[config.mk]
export PLATFORM = sky130hd
export DESIGN_NAME = nonmax_suppress
export DESIGN_NICKNAME = d
export VERILOG_FILES = /design/src/rtl/nonmax_suppress.sv
export SDC_FILE = /design/constraint.sdc
export NUM_CORES = 1
export LEC_CHECK = 0
export ABC_AREA = 1
export BUFFER_PORTS_ARGS = -buffer_cell sky130_fd_sc_hd__buf_2
export CAP_MARGIN = 25
export CORE_ASPECT_RATIO = 1.4
export CORE_MARGIN = 2
export CORE_UTILIZATION = 40
export CTS_CLUSTER_SIZE = 14
export DETAILED_ROUTE_END_ITERATION = 8
export MAX_ROUTING_LAYER = met4
export SYNTH_ARGS = -nofsm -noshare
export SYNTH_HDL_FRONTEND = slang
export SYNTH_SLANG_ARGS = --single-unit
[constraint.sdc]
create_clock -name clk -period 1.85 [get_ports clk]
set_clock_uncertainty 0.05 [all_clocks]
set_input_delay 0 -clock clk [delete_from_list [all_inputs] [get_ports clk]]
set_output_delay 0 -clock clk [all_outputs]
set_load 0.03 [all_outputs]
[src/rtl/nonmax_suppress.sv]
// nonmax_suppress
//
// Non-maximum suppression stage of the Canny pipeline. Takes a 3x3
// gradient-magnitude window plus the quantised gradient direction of the
// centre pixel, and keeps the centre magnitude only if it is a local maximum
// along that direction. Outputs carry the output-image raster position and a
// one-cycle end-of-frame strobe. Two register stages, one window per clock,
// no back-pressure.
//
// Optional feature (compile-time macro NONMAX_BORDER_ZERO_EN):
//   when defined, out_mag is forced to 0 on the outermost ring of the output
//   image to suppress edges caused by window-buffer warm-up.
//
// Parameters:
//   WIDTH, HEIGHT - input image size in pixels
//   R_KERNEL      - window radius; output image is (WIDTH-2R) x (HEIGHT-2R)
//   DATA_W        - magnitude width
//
// Ports:
//   clk         rising-edge clock
//   reset_n     asynchronous active-low reset
//   in_valid    window valid
//   win0..win8  window, row-major, win4 is the centre
//   direction   0=0deg, 1=45deg, 2=90deg, 3=135deg
//   out_valid   out_mag/out_col/out_row valid
//   out_mag     suppressed magnitude (centre value or 0)
//   out_col     output-image column
//   out_row     output-image row
//   frame_done  pulses with the last pixel of a frame

module nonmax_suppress #(
  parameter int WIDTH    = 506,
  parameter int HEIGHT   = 506,
  parameter int R_KERNEL = 1,
  parameter int DATA_W   = 11
) (
  input  logic              clk,
  input  logic              reset_n,
  input  logic              in_valid,
  input  logic [DATA_W-1:0] win0,
  input  logic [DATA_W-1:0] win1,
  input  logic [DATA_W-1:0] win2,
  input  logic [DATA_W-1:0] win3,
  input  logic [DATA_W-1:0] win4,
  input  logic [DATA_W-1:0] win5,
  input  logic [DATA_W-1:0] win6,
  input  logic [DATA_W-1:0] win7,
  input  logic [DATA_W-1:0] win8,
  input  logic [1:0]        direction,
  output logic              out_valid,
  output logic [DATA_W-1:0] out_mag,
  output logic [9:0]        out_col,
  output logic [9:0]        out_row,
  output logic              frame_done
);

  localparam int OUT_W = WIDTH - 2 * R_KERNEL;
  localparam int OUT_H = HEIGHT - 2 * R_KERNEL;
  localparam logic [9:0] COL_LAST = 10'(OUT_W - 1);
  localparam logic [9:0] ROW_LAST = 10'(OUT_H - 1);

  // Neighbour pair along the gradient direction.
  logic [DATA_W-1:0] nb_a;
  logic [DATA_W-1:0] nb_b;

  always_comb begin
    nb_a = win3;
    nb_b = win5;
    case (direction)
      2'd0: begin
        nb_a = win3;
        nb_b = win5;
      end
      2'd1: begin
        nb_a = win6;
        nb_b = win2;
      end
      2'd2: begin
        nb_a = win1;
        nb_b = win7;
      end
      default: begin
        nb_a = win0;
        nb_b = win8;
      end
    endcase
  end

  // Raster position of the window currently on the inputs.
  logic [9:0] col_cnt;
  logic [9:0] row_cnt;
  logic       at_eol;
  logic       at_eof;

  assign at_eol = (col_cnt == COL_LAST);
  assign at_eof = at_eol && (row_cnt == ROW_LAST);

  always_ff @(posedge clk or negedge reset_n) begin
    if (!reset_n) begin
      col_cnt <= '0;
      row_cnt <= '0;
    end else if (in_valid) begin
      if (at_eol) begin
        col_cnt <= '0;
        row_cnt <= at_eof ? 10'd0 : row_cnt + 10'd1;
      end else begin
        col_cnt <= col_cnt + 10'd1;
      end
    end
  end

  // Stage 1: centre, selected neighbours, position and last-pixel tag.
  logic              s1_valid;
  logic [DATA_W-1:0] s1_ctr;
  logic [DATA_W-1:0] s1_a;
  logic [DATA_W-1:0] s1_b;
  logic [9:0]        s1_col;
  logic [9:0]        s1_row;
  logic              s1_last;

  always_ff @(posedge clk or negedge reset_n) begin
    if (!reset_n) begin
      s1_valid <= 1'b0;
      s1_ctr   <= '0;
      s1_a     <= '0;
      s1_b     <= '0;
      s1_col   <= '0;
      s1_row   <= '0;
      s1_last  <= 1'b0;
    end else begin
      s1_valid <= in_valid;
      if (in_valid) begin
        s1_ctr  <= win4;
        s1_a    <= nb_a;
        s1_b    <= nb_b;
        s1_col  <= col_cnt;
        s1_row  <= row_cnt;
        s1_last <= at_eof;
      end
    end
  end

  // Keep rule: strict against a, non-strict against b, so a two-pixel
  // plateau produces exactly one surviving edge pixel.
  logic              keep;
  logic [DATA_W-1:0] mag_next;

  assign keep = (s1_ctr > s1_a) && (s1_ctr >= s1_b);

`ifdef NONMAX_BORDER_ZERO_EN
  logic on_border;
  assign on_border = (s1_col == 10'd0) || (s1_col == COL_LAST) ||
                     (s1_row == 10'd0) || (s1_row == ROW_LAST);
  assign mag_next  = (keep && !on_border) ? s1_ctr : '0;
`else
  assign mag_next  = keep ? s1_ctr : '0;
`endif

  // Stage 2: data outputs hold their value through bubbles.
  always_ff @(posedge clk or negedge reset_n) begin
    if (!reset_n) begin
      out_valid  <= 1'b0;
      out_mag    <= '0;
      out_col    <= '0;
      out_row    <= '0;
      frame_done <= 1'b0;
    end else begin
      out_valid  <= s1_valid;
      frame_done <= s1_valid && s1_last;
      if (s1_valid) begin
        out_mag <= mag_next;
        out_col <= s1_col;
        out_row <= s1_row;
      end
    end
  end

endmodule

==> impl_results.md <==
* Failing checks: hold timing
* CTS root buf: clkbuf_16
* Die Wd at 103.5 um
* Place WS at -2.854 ps
* Clk sinks at 108
* Uppermost routed layer: met4
* Xor and xnor fraction of the mapped netlist area at 0.01421
* Cells after DPL at 1001
* Mux cell area share after synthesis at 0
* Compound-Gate Fraction of Synth Area at 0.1004
* Pin count of the biggest net entering global routing at 54
* Initial DRC Count at 222
* Slew @ Worst Pin at 613.9 ps
* Met2 wire length at 7.698 mm
* # rows at 50
* Clock period minus worst slack at 1684 ps
* M1 WL at 6.220 mm
* Setup Crit Path Kind: register to register
* Comb pwr share at 0.264
* Worst vdd ir at 0.5542 mV
* Drc violations at 0
* Clk network pwr share at 0.276
* Synth cell types at 37
* Hold Crit Class: input port to register
* P_sw at 2.222 mW
* WL final at 14.60 mm
* Main synth FF type: dfrtp_1
* Largest family of logic cells by synthesized area: simple AND/OR/NAND/NOR gates
* Reg-to-reg setup timing slack at 170 ps
* Mapped Area at 5548 um2
* Setup Viol. Count Final at 0
* Worst skew pair latency at 340 ps
* Num CTS Buffers at 9
* Slew Limit Fails at 0
* Vias in the first global route at 5439
* Post-route cell area at 7252 um2
* I/O Pins at 137
* CTS Buffer Depth at 2
* RSZ-0062 raised after global routing: no
* Synthesized-area fraction occupied by adder cells at 0.05413
* CP Max Fanout at 11
* First-pass GRT wire length at 25.34 mm
* Vias at 5153
* Register bit total from synthesis at 108
* Crit. End Element: register
* Mapped Cells at 700
* Critical Path Start: s1_ctr[10]
* Drt via density at 4.834
* Commonest non-fill, non-tap cell in the layout: nand2_1
* GRT Total Usage at 0.2143
* Status: finished, violations left
* Internal power consumption at 4.386 mW
* Pwr Total at 6.607 mW
* H-tree levels at 3
* Net Count, Synth at 828
* Nets at 1007
* R2R cell count at 8
* Core Footprint at 13450 um2
* Number of routed nets with antenna violations at 0
* Non-filler cells, final at 1066
* EDFF count, synth at 0
* Setup TNS Final at 0 ps
* Synth warnings at 0
* Area grow syn2layout at 30.72%
* # diodes at 0
* Hold Crit Start: win7[2]
* Reg clk slew, reported paths at 70 ps
* Register area share after synthesis at 0.4871
* Register area at 2703 um2
* Async S/R FF share, synth at 1.000
* Startpoint Class: register
* Fmax at 593.7 MHz
* Smallest hold slack at -2.797 ps
* Worst rel slew slack at 0.5903
* CP arrival at 1860 ps
* Max cap viols at 0
* Post-synthesis simple-gate area fraction at 0.2652
* PwrDens at 911.1 nW/um2
* Fin. Hold Viols at 1
* Initial Util at 0.4125
* Multi-input gate area at 2425 um2
* Reg-to-Reg Start: s1_ctr[10]
* Global placer's final weighted congestion at 0.8730
* DPL Wire Length at 10.86 mm
* Fillers at 1288
* Setup crit end: out_mag[10]
* Placed Instance Area at 6452 um2
* Worst R2R End: out_mag[10]
* Period utilization at 0.9104
* Layout cells sized above 1 at 0.2070
* Gr ovfl total at 0
* Worst Path Required at 2030 ps
* Sequential power share at 0.460
* Die area at 14840 um2
* CTS tree: built
* Routed wire per std cell at 13.70 um
* Worst Setup Slack, final at 165.7 ps
* Met3 WL at 417 um
* Most frequent cells in the layout: nand2_1, buf_2, dfrtp_1, inv_1, dlygate4sd3_1
* IO buf count at 136
* Sw Share at 0.3362
* Syn_area_per_cell at 7.925 um2
* Drt pass-1 iters at 4
* Lkg Pwr at 3.915 nW
* Die height at 143.3 um
* Initial antenna violation count at 0
-- what timing repair did --
action / in CTS / in global routing
hold buffers: 49 / 0
setup endpoints to repair: 1 / 19
gates resized for setup: 1 / 6
cloned: 0 / 0
hold endpoints to repair: 78 / 0
setup buffers: 0 / 0
-- worst min path at each step --
stage | end | slack [ps] | cells after the start
after floorplan | col_cnt[0] | -350 | 0
after global placement | s1_b[5] | -10 | 1
after detailed placement | s1_b[5] | -0.3 | 1
after CTS | s1_b[2] | 3 | 5
after global routing | s1_b[2] | 30 | 5
final | s1_b[2] | -3 | 5
-- synth_stat cells, drive strengths merged (2+ instances only) --
cell type / n / area share
nand3: 39 / 0.038
o21ai: 55 / 0.050
xnor2: 2 / 0.0032
dfrtp: 108 / 0.49
inv: 79 / 0.053
clkbuf: 17 / 0.012
nand4: 13 / 0.015
ha: 24 / 0.054
nand2: 253 / 0.17
nor4: 2 / 0.0034
a21oi: 31 / 0.028
xor2: 7 / 0.011
buf: 14 / 0.013
nand3b: 2 / 0.0027
a211oi: 14 / 0.019
nor3: 7 / 0.0072
nor2: 25 / 0.021
-- critical path: stages, from the launching register on --
cell and delay, ps:
dfrtp_1 410, ha_1 310, nand2_1 80, nor2_2 110, and2_1 150, nand4_1 110
buf_4 200, nand4_1 90, nand2_1 60
-- power by group through the flow --
stage          logic [mW]  registers (mW)  clock network, mW
3_3_place_gp         1.60            3.07                  0
2_1_floorplan       0.907            3.23                  0
3_5_place_dp         1.64            3.08                  0
6_report             1.74            3.04               1.83
5_1_grt              1.99            3.10               1.98
4_1_cts              1.75            3.04               1.88
-- stage by stage --
step           hold WS [ps]  utilization
2_1_floorplan        -345.6            -
3_5_place_dp        -0.3188       0.4797
3_3_place_gp         -14.87       0.4797
6_report             -2.797       0.5392
5_1_grt               31.19       0.5392
4_1_cts               3.409       0.5379
-- sequential cells by signal, indices dropped and copies added, names as in the netlist, 11 cells and up --
name and flops:
out_mag 11, s1_a 11, s1_b 11, s1_ctr 11
-- per-layer routing --
| metal | vias to the layer above | global-route usage |
|---|---|---|
| li1 | 2588 | - |
| met1 | 2449 | 0.2507 |
| met2 | 92 | 0.3855 |
| met3 | 24 | 0.02902 |
| met4 | 0 | 0.06686 |
| met5 | - | - |
-- final cells by class --
type                    instances  area share
clock buffers                  10     0.03295
clock inverters                 6    0.006556
inverters                      80     0.04193
multi-input cells             481      0.3344
flip-flops and latches        108      0.3727
well taps                     182     0.03140
repair buffers                199      0.1801
-- cells by family after synthesis --
family | Yosys count
XOR/XNOR | 9
AO/OA/AOI/OAI | 103
AND/OR/NAND/NOR | 345
adder cells (fa/ha/maj) | 24
buffers and inverters | 111
flip-flops | 108
Power figures use the tool's default switching activity.
